==> config.mk <==
export PLATFORM = sky130hd
export DESIGN_NAME = sync_dual_port_ram
export DESIGN_NICKNAME = d
export VERILOG_FILES = /design/src/rtl/sync_ram_pkg.sv /design/src/rtl/sync_ram_array.sv /design/src/rtl/sync_dual_port_ram.sv
export SDC_FILE = /design/constraint.sdc
export NUM_CORES = 2
export LEC_CHECK = 0
export CORE_MARGIN = 5
export CORE_UTILIZATION = 55
export DETAILED_ROUTE_END_ITERATION = 10
export PLACE_DENSITY_LB_ADDON = 0.3
export SLEW_MARGIN = 30
export SYNTH_ARGS = -nofsm -noshare
export SYNTH_HDL_FRONTEND = slang
export SYNTH_HIERARCHICAL = 1
export SYNTH_SLANG_ARGS = --single-unit
==> constraint.sdc <==
create_clock -name CLK -period 4.3 [get_ports CLK]
set_input_delay 0.86 -clock CLK [delete_from_list [all_inputs] [get_ports CLK]]
set_output_delay 0.86 -clock CLK [all_outputs]
set_load 0.03 [all_outputs]
==> src/rtl/sync_ram_pkg.sv <==
// Shared types and helpers for the single-clock simple dual-port RAM.
// Build option: SYNC_RAM_BYPASS_EN selects write-first read-during-write.
package sync_ram_pkg;

    typedef enum logic {
        CLEAR,
        RUN
    } sync_ram_state_t;

    // Address width for a given depth, never less than 1 bit.
    function automatic int unsigned addr_width(input int unsigned depth);
        int unsigned w;
        w = 1;
        while ((32'd1 << w) < depth) begin
            w++;
        end
        return w;
    endfunction

endpackage

==> src/rtl/sync_ram_array.sv <==
// Reset-less storage with one write port, one combinational read port and the
// read-data register (the only reset state here).
module sync_ram_array #(
    parameter int unsigned Width = 8,
    parameter int unsigned Depth = 256,
    parameter int unsigned AddrW = 8
) (
    input  logic             clk_i,
    input  logic             rst_ni,
    input  logic             we_i,
    input  logic [AddrW-1:0] waddr_i,
    input  logic [Width-1:0] wdata_i,
    input  logic [AddrW-1:0] raddr_i,
    output logic [Width-1:0] rd_word_o,
    input  logic             rd_load_i,
    input  logic [Width-1:0] rd_next_i,
    output logic [Width-1:0] rdata_o
);

    logic [Width-1:0] mem_q [Depth];
    logic [Width-1:0] rdata_q;

    always_ff @(posedge clk_i) begin
        if (we_i) begin
            mem_q[waddr_i] <= wdata_i;
        end
    end

    // Sampled before this edge's write lands, so the raw port is read-first.
    assign rd_word_o = mem_q[raddr_i];

    always_ff @(posedge clk_i or negedge rst_ni) begin
        if (!rst_ni) begin
            rdata_q <= '0;
        end else if (rd_load_i) begin
            rdata_q <= rd_next_i;
        end
    end

    assign rdata_o = rdata_q;

endmodule

==> src/rtl/sync_dual_port_ram.sv <==
// Single-clock simple dual-port RAM with post-reset clear sequence and READY.
// Define SYNC_RAM_BYPASS_EN for write-first; otherwise read-first.
module sync_dual_port_ram
    import sync_ram_pkg::*;
#(
    parameter int unsigned          WIDTH      = 8,
    parameter int unsigned          DEPTH      = 256,
    parameter logic [WIDTH-1:0]     INIT_VALUE = '0,
    localparam int unsigned         ADDR_W     = addr_width(DEPTH)
) (
    input  logic              CLK,
    input  logic              ASYNCRESETN,
    input  logic              WE,
    input  logic [ADDR_W-1:0] WADDR,
    input  logic [WIDTH-1:0]  WDATA,
    input  logic              RE,
    input  logic [ADDR_W-1:0] RADDR,
    output logic [WIDTH-1:0]  RDATA,
    output logic              RVALID,
    output logic              READY
);

    localparam logic [ADDR_W:0]   DepthC   = (ADDR_W + 1)'(DEPTH);
    localparam logic [ADDR_W-1:0] LastAddr = ADDR_W'(DEPTH - 1);

    sync_ram_state_t   state_q;
    logic [ADDR_W-1:0] cnt_q;
    logic              ready_q;
    logic              rvalid_q;

    logic              waddr_ok;
    logic              raddr_ok;
    logic              user_we;
    logic              arr_we;
    logic [ADDR_W-1:0] arr_waddr;
    logic [WIDTH-1:0]  arr_wdata;
    logic [WIDTH-1:0]  rd_word;
    logic [WIDTH-1:0]  rd_next;
    logic              rd_load;

    assign waddr_ok = ({1'b0, WADDR} < DepthC);
    assign raddr_ok = ({1'b0, RADDR} < DepthC);
    assign user_we  = (state_q == RUN) && WE && waddr_ok;
    assign rd_load  = (state_q == RUN) && RE;

    always_comb begin
        arr_we    = user_we;
        arr_waddr = WADDR;
        arr_wdata = WDATA;
        if (state_q == CLEAR) begin
            arr_we    = 1'b1;
            arr_waddr = cnt_q;
            arr_wdata = INIT_VALUE;
        end
    end

    always_comb begin
        rd_next = rd_word;
        if (!raddr_ok) begin
            rd_next = INIT_VALUE;
        end
`ifdef SYNC_RAM_BYPASS_EN
        else if (user_we && (WADDR == RADDR)) begin
            rd_next = WDATA;
        end
`endif
    end

    always_ff @(posedge CLK or negedge ASYNCRESETN) begin
        if (!ASYNCRESETN) begin
            state_q  <= CLEAR;
            cnt_q    <= '0;
            ready_q  <= 1'b0;
            rvalid_q <= 1'b0;
        end else begin
            case (state_q)
                CLEAR: begin
                    rvalid_q <= 1'b0;
                    cnt_q    <= cnt_q + 1'b1;
                    if (cnt_q == LastAddr) begin
                        state_q <= RUN;
                        ready_q <= 1'b1;
                        cnt_q   <= '0;
                    end
                end
                RUN: begin
                    rvalid_q <= RE;
                end
                default: begin
                    state_q <= CLEAR;
                end
            endcase
        end
    end

    sync_ram_array #(
        .Width(WIDTH),
        .Depth(DEPTH),
        .AddrW(ADDR_W)
    ) u_array (
        .clk_i    (CLK),
        .rst_ni   (ASYNCRESETN),
        .we_i     (arr_we),
        .waddr_i  (arr_waddr),
        .wdata_i  (arr_wdata),
        .raddr_i  (RADDR),
        .rd_word_o(rd_word),
        .rd_load_i(rd_load),
        .rd_next_i(rd_next),
        .rdata_o  (RDATA)
    );

    assign RVALID = rvalid_q;
    assign READY  = ready_q;

endmodule

==> results.json <==
{
  "result_of_the_run": "finished, final reports clean",
  "detailedRoute.firstPassIterationCount": 6,
  "endpoint_required_time_on_the_critical_path_ps": 5000,
  "wl_um": 192800,
  "coreArea_um2": 145400,
  "worst_reg2reg_path_startpoint": "state_q$_DFF_PN0_",
  "finalHoldViolations": 0,
  "grt_start_max_net_pins": 157,
  "io_buffers": 37,
  "area_growth_pct": 14.83,
  "die_area_um2": 153800,
  "multiInputGateArea_um2": 16950,
  "fp.dieW_um": 392.2,
  "detailed_place_hpwl_um": 121500,
  "final_area_um2": 92250,
  "hold_class": "in2async",
  "clock_sinks": 2067,
  "clock_insertion_delay_at_the_later_pin_of_the_skew_report_ps": 810,
  "grt_util_all_layers_pct": 25.41,
  "ctsRootBufferMaster": "sky130_fd_sc_hd__clkbuf_16",
  "cts_htree_levels": 4,
  "setup_violations": 0,
  "drtIter0Drc": 5581,
  "boundaryPins": 38,
  "globalRouteOverflowTotal": 0,
  "synth.net_count": 3815,
  "dp_slack_ps": -10.16,
  "yosys.cell_types.count": 61,
  "fraction_of_final_layout_cells_sized_beyond_drive_strength_1_pct": 28.50,
  "maxCapViolations": 0,
  "detail_route.drc_violations": 0,
  "worst_setup_path_start_kind": "input pin",
  "tightest_pin_transition_ps": 927.9,
  "cp-end-kind": "flip-flop",
  "static-leakage-power_nw": 24.63,
  "final_core_utilization_pct": 63.45,
  "worst_setup_path_startpoint": "RADDR[0]",
  "dr_total_vias": 40710,
  "avgRoutedWirePerCell_um": 30.39,
  "flip_flop_and_latch_area_um2": 61980,
  "finClkSkew_ps": 17.01,
  "post-cts-setup-buffer-count": 0,
  "hold_buffers": 0,
  "synth_area_um2": 80330,
  "die_height_um": 392.2,
  "floorplan.initialDensity_pct": 55.25,
  "place.gp.congestion": 0.8474,
  "site_row_count": 140,
  "synth_flop_cell": "sky130_fd_sc_hd__edfxtp_1",
  "maxSlewViolCount": 0,
  "yosys_warnings": 6,
  "placedInstanceArea_um2": 85880,
  "critical_path_class": "in2reg",
  "ant_nets": 0,
  "synth.ff_latch_count": 2067,
  "tritoncts_clock_tree": "built",
  "layout_worst_path_cycle_share_pct": 77.16,
  "post_synth.cell_area_avg_um2": 21.22,
  "worst-endpoint-arrival_ps": 4020,
  "numCtsBuffers": 197,
  "crit_fanout": 18,
  "grt_pass1_wl_um": 281400,
  "clock.fmax_mhz": 301.4,
  "cts_resized": 0,
  "grt_setup_unrepaired": "false",
  "nets": 4290,
  "clk_transition_reported_paths_ps": 60,
  "netlist_instances": 3786,
  "grt_antenna_before_repair": 5,
  "synthArstFlopShare_pct": 0.9192,
  "final_period_minus_worst_setup_slack_ps": 3318,
  "number_of_fill_cells_in_the_layout": 9585,
  "worst_slack_ps": 982.1,
  "power.density_nw_per_um2": 431.7,
  "maxSlewHeadroom_pct": 38.01,
  "number_of_enable_flip_flop_cells_after_synthesis": 2048,
  "avgViaCountPerCell": 6.417,
  "vdd_ir_drop_max_uv": 451.3,
  "synth_sequential_area_ratio_pct": 77.15,
  "first_global_vias": 40720,
  "cts-root-to-sink-buffers": 3
}
[per-layer routing]
metal / wire length [um] / track usage, %
met1: 73690 / 36.33
met2: 93080 / 40.15
met3: 19360 / 4.974
met4: 6650 / 8.645
met5: 0 / 0
[through the flow]
| step | setup TNS, ps | cells | hold slack [ps] | total power [mW] |
|---|---|---|---|---|
| after floorplan | 0 | 3786 | 463.4 | 22.96 |
| after global placement | -48.80 | 5977 | 457.4 | 23.38 |
| after detailed placement | -10.16 | 5977 | 464.3 | 23.38 |
| after CTS | 0 | 6339 | 379.4 | 40.03 |
| after global routing | 0 | 6343 | 425.0 | 40.96 |
| final | 0 | 6344 | 427.1 | 39.82 |
[registers in the layout, summed over array words and instances, names as in the netlist]
signal           cells
u_array/mem_q     2048
cnt_q                8
u_array/rdata_o      8
READY                1
RVALID               1
state_q              1
[synth_stat cells (all sizes together), types with 19 or more instances]
library cell     n  area (um^2)
buf            125         1055
nor2           283         1062
mux4           463        10470
nor3            23        115.1
edfxtp        2048        61500
mux2            30        337.8
o21ai           38        190.2
a21oi           93        465.5
a22o            28        245.2
mux2i          110         1101
a22oi          143         1074
nand2           45        168.9
dfrtp           19        475.5
clkbuf         111        417.9
o221ai          33        301.5
nand3           32        160.2
[path summary, 6_finish.rpt]
kind	end	cells past startpoint	slack, ps
max	u_array/rdata_o[3]$_DFFE_PN0P_	11	980
min	READY$_DFFE_PN0P_	2	430
max reg2reg	u_array/mem_q[108][2]$_DFFE_PP_	5	1030
min reg2reg	READY$_DFFE_PN0P_	1	460
max in group asynchronous	state_q$_DFF_PN0_	2	3600
min in group CLK	READY$_DFFE_PN0P_	1	460
[cells in the final DEF (no fill, tap or decap), types with 23 or more instances in the layout]
cell / count
sky130_fd_sc_hd__clkinv_1: 46
sky130_fd_sc_hd__mux4_2: 451
sky130_fd_sc_hd__a21oi_1: 93
sky130_fd_sc_hd__a22o_1: 28
sky130_fd_sc_hd__clkbuf_1: 45
sky130_fd_sc_hd__clkdlybuf4s50_1: 33
sky130_fd_sc_hd__clkbuf_16: 197
sky130_fd_sc_hd__edfxtp_1: 2048
sky130_fd_sc_hd__clkinv_2: 31
sky130_fd_sc_hd__o221ai_1: 31
sky130_fd_sc_hd__nand3_1: 32
sky130_fd_sc_hd__nor2_1: 281
sky130_fd_sc_hd__a22oi_1: 143
sky130_fd_sc_hd__buf_4: 424
sky130_fd_sc_hd__mux2_2: 29
sky130_fd_sc_hd__nand2_1: 44
sky130_fd_sc_hd__nor3_1: 23
sky130_fd_sc_hd__buf_12: 51
sky130_fd_sc_hd__mux2i_1: 110
sky130_fd_sc_hd__o21ai_0: 36
[cell families (layout without fill, tap and decap cells)]
logic type               Yosys count  after routing  synth area share, %
AO/OA/AOI/OAI                    403            403                3.550
XOR/XNOR                           4              4              0.04361
adder cells (fa/ha/maj)            1              1              0.01557
buffers and inverters            242            880                1.861
flip-flops                      2067           2067                77.15
multiplexers                     603            603                14.83
other                              0              3                    0
AND/OR/NAND/NOR                  466            466                2.556
[where the power goes]
group / leakage, nW / switching (mW) / internal (mW) / total, mW
Sequential: 14.4 / 0 / 21.8 / 21.8
Clock: 3.07 / 7.28 / 9.58 / 16.9
Combinational: 7.17 / 0.703 / 0.458 / 1.16
[worst max-delay path: stages]
cell and delay, ps:
sky130_fd_sc_hd__buf_8 220, sky130_fd_sc_hd__buf_12 200, sky130_fd_sc_hd__buf_12 200, sky130_fd_sc_hd__buf_4 260, sky130_fd_sc_hd__mux4_2 520, sky130_fd_sc_hd__a21oi_1 240
sky130_fd_sc_hd__nand3_1 190, sky130_fd_sc_hd__and3_1 260, sky130_fd_sc_hd__a211oi_1 660, sky130_fd_sc_hd__nor4_1 90, sky130_fd_sc_hd__mux2_2 290
[final cells by class]
type                       count  area share [%]
antenna                        3        0.008138
clock buffer                 245           5.572
clock inverter               117           1.256
inverter                       6         0.02441
multi-input combinational   1477           18.37
sequential                  2067           67.18
tap                         1917           2.600
timing repair buffer         512           4.983
Note: power is estimated with default switching activity, not from simulation.
